File: src/rtl/fetch_queue.sv
// Fetch queue: circular buffer that compacts masked fetch packets and presents the oldest ISSUE_W instructions to decode.
// Latency: an entry written at edge N is visible on the show-ahead dequeue outputs right after edge N.
// Backpressure: fetch_ready_o drops when fewer than FETCH_W entries are free; decode pops via deq_count_i.
module fetch_queue #(
    parameter int FETCH_W = 2,
    parameter int ISSUE_W = 2,
    parameter int DEPTH   = 8
) (
    input  logic                           clock_i,
    input  logic                           reset_ni,
    input  logic                           flush_i,
    input  logic                           fetch_valid_i,
    input  logic [FETCH_W*32-1:0]          fetch_data_i,
    input  logic [31:0]                    fetch_pc_i,
    input  logic [FETCH_W-1:0]             fetch_mask_i,
    output logic                           fetch_ready_o,
    output logic [ISSUE_W-1:0]             deq_valid_o,
    output logic [ISSUE_W*32-1:0]          deq_inst_o,
    output logic [ISSUE_W*32-1:0]          deq_pc_o,
    input  logic [$clog2(ISSUE_W+1)-1:0]   deq_count_i,
    output logic [$clog2(DEPTH+1)-1:0]     count_o
);

    localparam int PTR_W = $clog2(DEPTH);
    localparam int CNT_W = $clog2(DEPTH + 1);
    localparam logic [31:0]      NOP_INST = 32'h0000_0013;
    localparam logic [CNT_W-1:0] DEPTH_C  = CNT_W'(DEPTH);
    localparam logic [CNT_W-1:0] FETCH_C  = CNT_W'(FETCH_W);

    logic [31:0]       inst_mem [DEPTH];
    logic [31:0]       pc_mem   [DEPTH];

    logic [PTR_W-1:0]  head_q, head_d;
    logic [PTR_W-1:0]  tail_q, tail_d;
    logic [CNT_W-1:0]  count_q, count_d;

    logic              enq;
    logic [CNT_W-1:0]  enq_cnt;
    logic [CNT_W-1:0]  deq_req;
    logic [CNT_W-1:0]  deq_eff;
    logic [FETCH_W-1:0] wr_en;
    logic [PTR_W-1:0]  wr_idx [FETCH_W];

    // Readiness deliberately ignores this cycle's dequeue to keep it off the decode timing path.
    assign fetch_ready_o = (DEPTH_C - count_q) >= FETCH_C;
    assign count_o       = count_q;
    assign enq           = fetch_valid_i & fetch_ready_o & ~flush_i;
    assign deq_req       = CNT_W'(deq_count_i);
    assign deq_eff       = (deq_req < count_q) ? deq_req : count_q;

    // Masked-off slots leave no hole: each live slot lands at tail + (live slots below it).
    always_comb begin
        enq_cnt = '0;
        wr_en   = '0;
        for (int k = 0; k < FETCH_W; k++) begin
            wr_idx[k] = tail_q + PTR_W'(enq_cnt);
            wr_en[k]  = enq & fetch_mask_i[k];
            if (wr_en[k]) begin
                enq_cnt = enq_cnt + CNT_W'(1);
            end
        end
    end

    always_comb begin
        head_d  = head_q;
        tail_d  = tail_q;
        count_d = count_q;
        if (flush_i) begin
            head_d  = '0;
            tail_d  = '0;
            count_d = '0;
        end else begin
            head_d  = head_q + PTR_W'(deq_eff);
            tail_d  = tail_q + PTR_W'(enq_cnt);
            count_d = count_q + enq_cnt - deq_eff;
        end
    end

    always_ff @(posedge clock_i or negedge reset_ni) begin
        if (!reset_ni) begin
            head_q  <= '0;
            tail_q  <= '0;
            count_q <= '0;
        end else begin
            head_q  <= head_d;
            tail_q  <= tail_d;
            count_q <= count_d;
        end
    end

    // Storage is never read beyond count, so it carries no reset.
    always_ff @(posedge clock_i) begin
        for (int k = 0; k < FETCH_W; k++) begin
            if (wr_en[k]) begin
                inst_mem[wr_idx[k]] <= fetch_data_i[32*k +: 32];
                pc_mem[wr_idx[k]]   <= fetch_pc_i + 32'(4 * k);
            end
        end
    end

    for (genvar g = 0; g < ISSUE_W; g++) begin : g_deq
        logic [PTR_W-1:0] rd_idx;
        assign rd_idx              = head_q + PTR_W'(g);
        assign deq_valid_o[g]      = count_q > CNT_W'(g);
        assign deq_inst_o[32*g +: 32] = deq_valid_o[g] ? inst_mem[rd_idx] : NOP_INST;
        assign deq_pc_o[32*g +: 32]   = deq_valid_o[g] ? pc_mem[rd_idx]   : 32'h0;
    end

endmodule

File: config.mk
export PLATFORM = sky130hd
export DESIGN_NAME = fetch_queue
export DESIGN_NICKNAME = d
export VERILOG_FILES = /design/src/rtl/fetch_queue.sv
export SDC_FILE = /design/constraint.sdc
export NUM_CORES = 1
export LEC_CHECK = 0
export ABC_AREA = 1
export CAP_MARGIN = 20
export CORE_AREA = 5 5 446 228
export DETAILED_ROUTE_END_ITERATION = 6
export DIE_AREA = 0 0 451 233
export GPL_TIMING_DRIVEN = 0
export PLACE_DENSITY = 0.61
export REMOVE_ABC_BUFFERS = 1
export SYNTH_ARGS = -nofsm -noshare
export SYNTH_HDL_FRONTEND = slang
export SYNTH_SLANG_ARGS = --single-unit
File: constraint.sdc
create_clock -name clock_i -period 7.1 [get_ports clock_i]
set_input_delay 2.13 -clock clock_i [delete_from_list [all_inputs] [get_ports clock_i]]
set_output_delay 2.13 -clock clock_i [all_outputs]
set_load 0.005 [all_outputs]
==> impl_metrics.yaml, run 1 <==
critical_path:
  critical-path-top-delay-family: "buffers and inverters"
  crit_path_end_kind: "output port"
  crit_buf_inv: 8
  crit_chain: "buf_16 -> buf_16 -> buf_16 -> buf_16 -> buf_16 -> ha_4 -> buf_16 -> inv_16 -> o21ai_0 -> a21oi_1 -> o21ai_0 -> nor2_1 -> clkdlybuf4s50_1"
  path_max_fanout: 69
  cp-start-kind: "register"
  reg2reg_from: "count_o[0]$_DFF_PN0_"
  slowest_delay_ns: 0.60
  critical_path_class: "register to output port"
  slowest_stage: "clkdlybuf4s50_1"
  required_ns: 4.97
  setup.worst_path.start: "head_q[0]$_DFF_PN0_"
  cp.arrival_ns: 4.91
  cp_common_cell: "buf_16"
run_status:
  status: "completed"
clock_network:
  cts_root_buffer: "clkbuf_16"
  clkLatencyLatePin_ns: 0.64
  clk_path_buf_depth: 3
  cts_made_buffers: 55
  cts_tree: "yes"
  htreeDepth: 2
  cts.sinks: 522
  clkTransAtPathRegs_ns: 0.06
timing:
  fin_crit_sh_pct: 99.16
  skew_ns: 0.02511
  final-hold-violation-count: 0
  max_freq_mhz: 142.0
  worst_pin_slew_ns: 1.023
  finalMaxSlewViolations: 0
  relSlewSlack_pct: 31.59
  setup_viol: 0
  fin_crit_ns: 7.040
  whs_ns: 0.6622
  fin_ws_ns: 0.05961
synth:
  synth_top_family_by_area: "simple AND/OR/NAND/NOR gates"
  netlist_area_um2: 33790
  synth-edff-count: 512
  ys_seq_area_share_pct: 46.25
  synth-xor-area-share_pct: 0.4666
  synth-seq-cells: 522
  synth_compound_area_share_pct: 14.26
  synth-simple-area-share_pct: 29.77
  syn_inst: 4660
  yosys.area_share.adder_pct: 0.8814
  synth_mux_area_share_pct: 0
  yosysWarningCount: 0
  synth_top_flop_cell: "edfxtp_1"
  synthDistinctLibCells: 33
  synth.avg_cell_area_um2: 7.250
  ys_async_sr_fraction_pct: 1.916
detailed_routing:
  wl_mm: 133.0
  dr.pass1.iters: 6
  vias: 33520
  drc: 0
  drtAntennaViolNets: 0
  wl_per_cell_um: 22.11
  drtIter0Drc: 4582
  viasPerCell: 5.569
finish:
  layout-drive-gt1-share_pct: 6.170
  nets: 4798
  syn_to_final_growth_pct: 19.33
floorplanning:
  dieArea_um2: 105100
  coreArea_um2: 97090
  die_w_um: 451
  initial_core_util_pct: 34.80
  ios: 239
  die-height_um: 233
  rows: 81
power_and_ir_drop:
  p_leak_nw: 16.77
  netSwitchingFraction_pct: 44.31
  pwr-share-clk_pct: 18.3
  peakVddDrop_mv: 0.4996
  internal-power_mw: 8.532
  power_frac_comb_pct: 57.5
  p_per_area_nw_per_um2: 380.0
  p_total_mw: 15.32
  seq_power_share_pct: 24.3
  p_switching_mw: 6.788
global_route:
  grt_pass1_vias: 31910
  grt_max_degree: 127
  grt_pass1_wl_mm: 194.0
  antenna_found_initial: 17
  grt_overflow: 0
  grtUsageTotal_pct: 24.33
job:
  maxCapViolCount: 0
worst_hold_path:
  worstHoldStart: "count_o[2]$_DFF_PN0_"
  min_path_type: "register to register"
place:
  pre_cts_slack_ns: -0.5489
  place_congestion: 0.7916
  dp_hpwl_mm: 82.95
  numPortBuffers: 238
-- cell type report --
| type | instances | area, µm² |
|---|---|---|
| clock inverters | 40 | 272.8 |
| fillers | 9323 | 56770 |
| inverters | 231 | 898.4 |
| well taps | 1286 | 1609 |
| repair buffers | 358 | 4991 |
| multi-input cells | 3504 | 15470 |
| diodes | 16 | 40.04 |
| clock buffers | 61 | 1399 |
| flip-flops and latches | 522 | 15640 |
-- Yosys cell counts, types with 30 or more instances --
master | instances | area share (%)
a21oi_1 | 305 | 4.5
buf_1 | 47 | 0.52
buf_2 | 35 | 0.52
buf_6 | 48 | 1.6
clkbuf_1 | 241 | 2.7
clkbuf_2 | 30 | 0.44
edfxtp_1 | 512 | 46
inv_1 | 228 | 2.5
nand2_1 | 1949 | 22
nand3_1 | 122 | 1.8
nor2_1 | 371 | 4.1
o211ai_1 | 62 | 1.4
o21ai_0 | 555 | 8.2
or2_2 | 59 | 1.1
-- tightest hold or removal path, delay by kind of cell, from the launching register on --
kind / cells / cell delay [ns]
AND/OR/NAND/NOR: 1 / 0.11
flip-flops: 1 / 0.45
AO/OA/AOI/OAI: 1 / 0.06
-- cell families (layout without fill, tap and decap cells) --
logic type | count (synthesis) | in the layout
flip-flops | 522 | 522
adder cells (fa/ha/maj) | 22 | 22
AND/OR/NAND/NOR | 2536 | 2536
XOR/XNOR | 18 | 18
buffers and inverters | 634 | 690
other | 0 | 16
AO/OA/AOI/OAI | 928 | 928
-- repair_timing --
item,4_1_cts,5_1_grt
buffers inserted,4,0
gates resized for setup,5,1
setup endpoints to repair,82,16
cloned,5,1
hold buffers,0,0
pin swaps,0,0
-- metrics by stage --
stage	TNS (ns)	cells	utilization [%]	area [µm²]
after global placement	-	5781	36.89	35820
after floorplan	-2598.31	4257	-	31820
after CTS	0	6002	41.48	40270
after detailed placement	-19.49	5892	39.52	38370
after global routing	-0.002552	6016	41.52	40310
final	0	6018	41.53	40320
-- per-layer routing --
layer	up-vias	GRT usage, %	wire (µm)
met4	2	13.23	7075
met2	2217	38.62	59050
met5	-	0	13
met3	424	4.346	16350
met1	15660	31.69	50550
li1	15210	-	-
-- worst paths after layout --
path,end,slack (ns),cells after the start
setup reg to reg,pc_mem[1][15]$_DFFE_PP_,1.60,20
max in group asynchronous,head_q[0]$_DFF_PN0_,4.81,1
hold reg to reg,head_q[2]$_DFF_PN0_,0.66,2
min in group asynchronous,tail_q[1]$_DFF_PN0_,1.86,1
hold / removal,head_q[2]$_DFF_PN0_,0.66,2
setup / recovery,deq_pc_o[45],0.06,13
-- registers in the layout (all words and copies together), names as in the netlist --
| signal | flops |
|---|---|
| head_q | 3 |
| pc_mem | 256 |
| count_o | 4 |
| tail_q | 3 |
| inst_mem | 256 |
-- power groups by stage --
| stage | clock [mW] | sequential [mW] | combinational [mW] |
|---|---|---|---|
| 3_3_place_gp | 0 | 4.21 | 6.66 |
| 6_report | 2.80 | 3.72 | 8.80 |
| 2_1_floorplan | 0 | 4.02 | 3.62 |
| 4_1_cts | 2.81 | 3.71 | 8.66 |
| 5_1_grt | 2.92 | 3.73 | 9.38 |
| 3_5_place_dp | 0 | 3.82 | 8.33 |
-- layout by cell type (no fill, tap or decap), types with 3 or more instances in the layout --
| cell type | n |
|---|---|
| a21oi_1 | 305 |
| xor2_1 | 11 |
| buf_16 | 50 |
| bufinv_16 | 3 |
| clkbuf_1 | 6 |
| clkinv_2 | 18 |
| nand2_1 | 1948 |
| buf_8 | 37 |
| fa_1 | 3 |
| dfrtp_1 | 7 |
| o211ai_1 | 62 |
| nand3_1 | 122 |
| o21ai_0 | 547 |
| nand3b_1 | 13 |
| nor2_1 | 369 |
| xnor2_1 | 6 |
| bufbuf_16 | 5 |
| ha_1 | 18 |
| o21ai_4 | 8 |
| nor2_8 | 9 |
| or2_2 | 59 |
| clkbuf_16 | 56 |
| buf_6 | 3 |
| clkinv_1 | 17 |
| dfrtp_4 | 3 |
| buf_12 | 22 |
| edfxtp_1 | 512 |
| inv_1 | 225 |
| diode_2 | 16 |
| nand4_1 | 8 |
| clkdlybuf4s50_1 | 238 |
No activity file was read; power rests on OpenSTA's default activity.
==> run 2: changes to the inputs <==
Settings changed: CORE_AREA 5 5 446 228 to 2 2 443 225, DIE_AREA 0 0 451 233 to 0 0 445 227.
==> impl_metrics.yaml, run 2 (same netlist as run 1, synthesis figures left out) <==
clock_network:
  clkLatencyLatePin_ns: 0.64
  cts_root_buffer: "clkbuf_16"
  clkTransAtPathRegs_ns: 0.06
  htreeDepth: 2
  clk_path_buf_depth: 3
  cts_tree: "yes"
  cts.sinks: 522
  holdBufCountCts: 0
  cts_made_buffers: 55
timing:
  whs_ns: 0.6638
  worst_pin_slew_ns: 1.061
  fin_tns_setup_ns: 0
  fin_crit_ns: 6.870
  setup_viol: 0
  fin_crit_sh_pct: 96.76
  relSlewSlack_pct: 29.06
  final-hold-violation-count: 0
  max_freq_mhz: 145.6
  finalMaxSlewViolations: 0
  skew_ns: 0.01683
  fin_ws_ns: 0.2301
  rsz0062_at_grt: "false"
floorplanning:
  die-height_um: 227
  ios: 239
  dieArea_um2: 101000
  rows: 81
  die_w_um: 445
  initial_core_util_pct: 34.80
  coreArea_um2: 97090
power_and_ir_drop:
  pwr-share-clk_pct: 17.9
  p_total_mw: 15.26
  p_per_area_nw_per_um2: 378.9
  peakVddDrop_mv: 0.3252
  power_frac_comb_pct: 58.0
  p_leak_nw: 16.73
  p_switching_mw: 6.772
  seq_power_share_pct: 24.1
  internal-power_mw: 8.493
  netSwitchingFraction_pct: 44.36
critical_path:
  slowest_stage: "clkdlybuf4s50_1"
  cp.arrival_ns: 4.74
  rrSetupSlack_ns: 1.47
  crit_path_end_kind: "output port"
  critical_path_class: "register to output port"
  cp-start-kind: "register"
  slowest_delay_ns: 0.59
  worstReg2RegEnd: "inst_mem[0][20]$_DFFE_PP_"
  crit_chain: "buf_16 -> buf_16 -> buf_16 -> ha_4 -> buf_16 -> buf_16 -> buf_16 -> o21ai_0 -> o21ai_0 -> o21ai_0 -> nor2_1 -> clkdlybuf4s50_1"
  reg2regPathDepth: 19
  reg2reg_from: "count_o[1]$_DFF_PN0_"
  path_max_fanout: 59
  required_ns: 4.97
  cp_common_cell: "buf_16"
global_route:
  grt_max_degree: 126
  grt_overflow: 0
  grt_pass1_wl_mm: 192.3
  grtUsageTotal_pct: 25.37
  antenna_found_initial: 16
  grt_pass1_vias: 31220
finish:
  layout.cells.most_common: "nand2_1"
  syn_to_final_growth_pct: 19.25
  nFillCells: 9398
  layout-drive-gt1-share_pct: 6.115
  final_cell_mix: "nand2_1 (1948), o21ai_0 (547), edfxtp_1 (512)"
  final_util_pct: 41.50
  nets: 4808
detailed_routing:
  drtAntennaViolNets: 0
  vias: 33500
  wl_mm: 133.4
  dr.pass1.iters: 6
  drc: 0
  wl_per_cell_um: 22.14
  viasPerCell: 5.560
  drtIter0Drc: 4706
place:
  numPortBuffers: 238
  place_congestion: 0.8070
  dp_hpwl_mm: 83.08
  pre_cts_slack_ns: -0.2173
worst_hold_path:
  hold-path-cell-count: 2
  worstHoldEndpoint: "head_q[2]$_DFF_PN0_"
  min_path_type: "register to register"
  worstHoldStart: "count_o[2]$_DFF_PN0_"
job:
  maxCapViolCount: 0
run_status:
  status: "completed"
[run 2: final cells by class]
cell class	count	area, µm²	share of cell area (%)
Antenna cell	14	35.03	0.08695
Clock buffer	71	1436	3.565
Clock inverter	30	163.9	0.4068
Inverter	231	902.1	2.239
Multi-Input combinational cell	3504	15470	38.39
Sequential cell	522	15640	38.81
Tap cell	1286	1609	3.994
Timing Repair Buffer	368	5040	12.51
[run 2: through the flow]
stage                     area (µm²)  cells
after detailed placement       38420   5899
after floorplan                31820   4257
final                          40290   6026
after CTS                      40160   6006
after global routing           40290   6026
after global placement         35820   5781
[run 2: worst max path at each step]
stage,endpoint,startpoint,cells after the start,slack [ns]
after floorplan,deq_inst_o[31],head_q[0]$_DFF_PN0_,6,-14.68
after global placement,deq_pc_o[51],head_q[0]$_DFF_PN0_,7,-26.81
after detailed placement,deq_pc_o[52],head_q[0]$_DFF_PN0_,13,-0.22
after CTS,deq_pc_o[51],head_q[1]$_DFF_PN0_,12,0.09
after global routing,deq_pc_o[49],head_q[0]$_DFF_PN0_,13,0.05
final,deq_pc_o[49],head_q[0]$_DFF_PN0_,12,0.23
[run 2: power by group through the flow]
stage	Combinational, mW	Clock (mW)	Sequential [mW]
2_1_floorplan	3.62	0	4.02
3_3_place_gp	6.62	0	4.22
3_5_place_dp	8.38	0	3.81
4_1_cts	8.62	2.73	3.69
5_1_grt	9.49	2.85	3.69
6_report	8.86	2.73	3.68
[run 2: worst max-delay path, delay by kind of cell, from the launching register on]
kind / cells / cell delay, ns
AOI/OAI and AO/OA: 3 / 0.46
DFF: 1 / 0.52
and+or+nand+nor: 1 / 0.20
buffers and inverters: 7 / 2.25
adders and majority gates: 1 / 0.53
[run 2: what timing repair did]
item | in CTS | in global routing
resized for setup | 5 | 0
buffers inserted | 4 | 4
gates cloned | 2 | 2
hold endpoints to repair | 0 | 0
setup endpoints to repair | 88 | 7
[run 2: metal layers]
| metal | up-vias | GRT usage, % | part of all wire, % |
|---|---|---|---|
| met4 | 4 | 11.41 | 4.2 |
| met3 | 362 | 4.303 | 12 |
| met1 | 15780 | 34.21 | 39 |
| li1 | 15220 | - | - |
| met2 | 2146 | 40.19 | 45 |
| met5 | - | 0 | 0.016 |
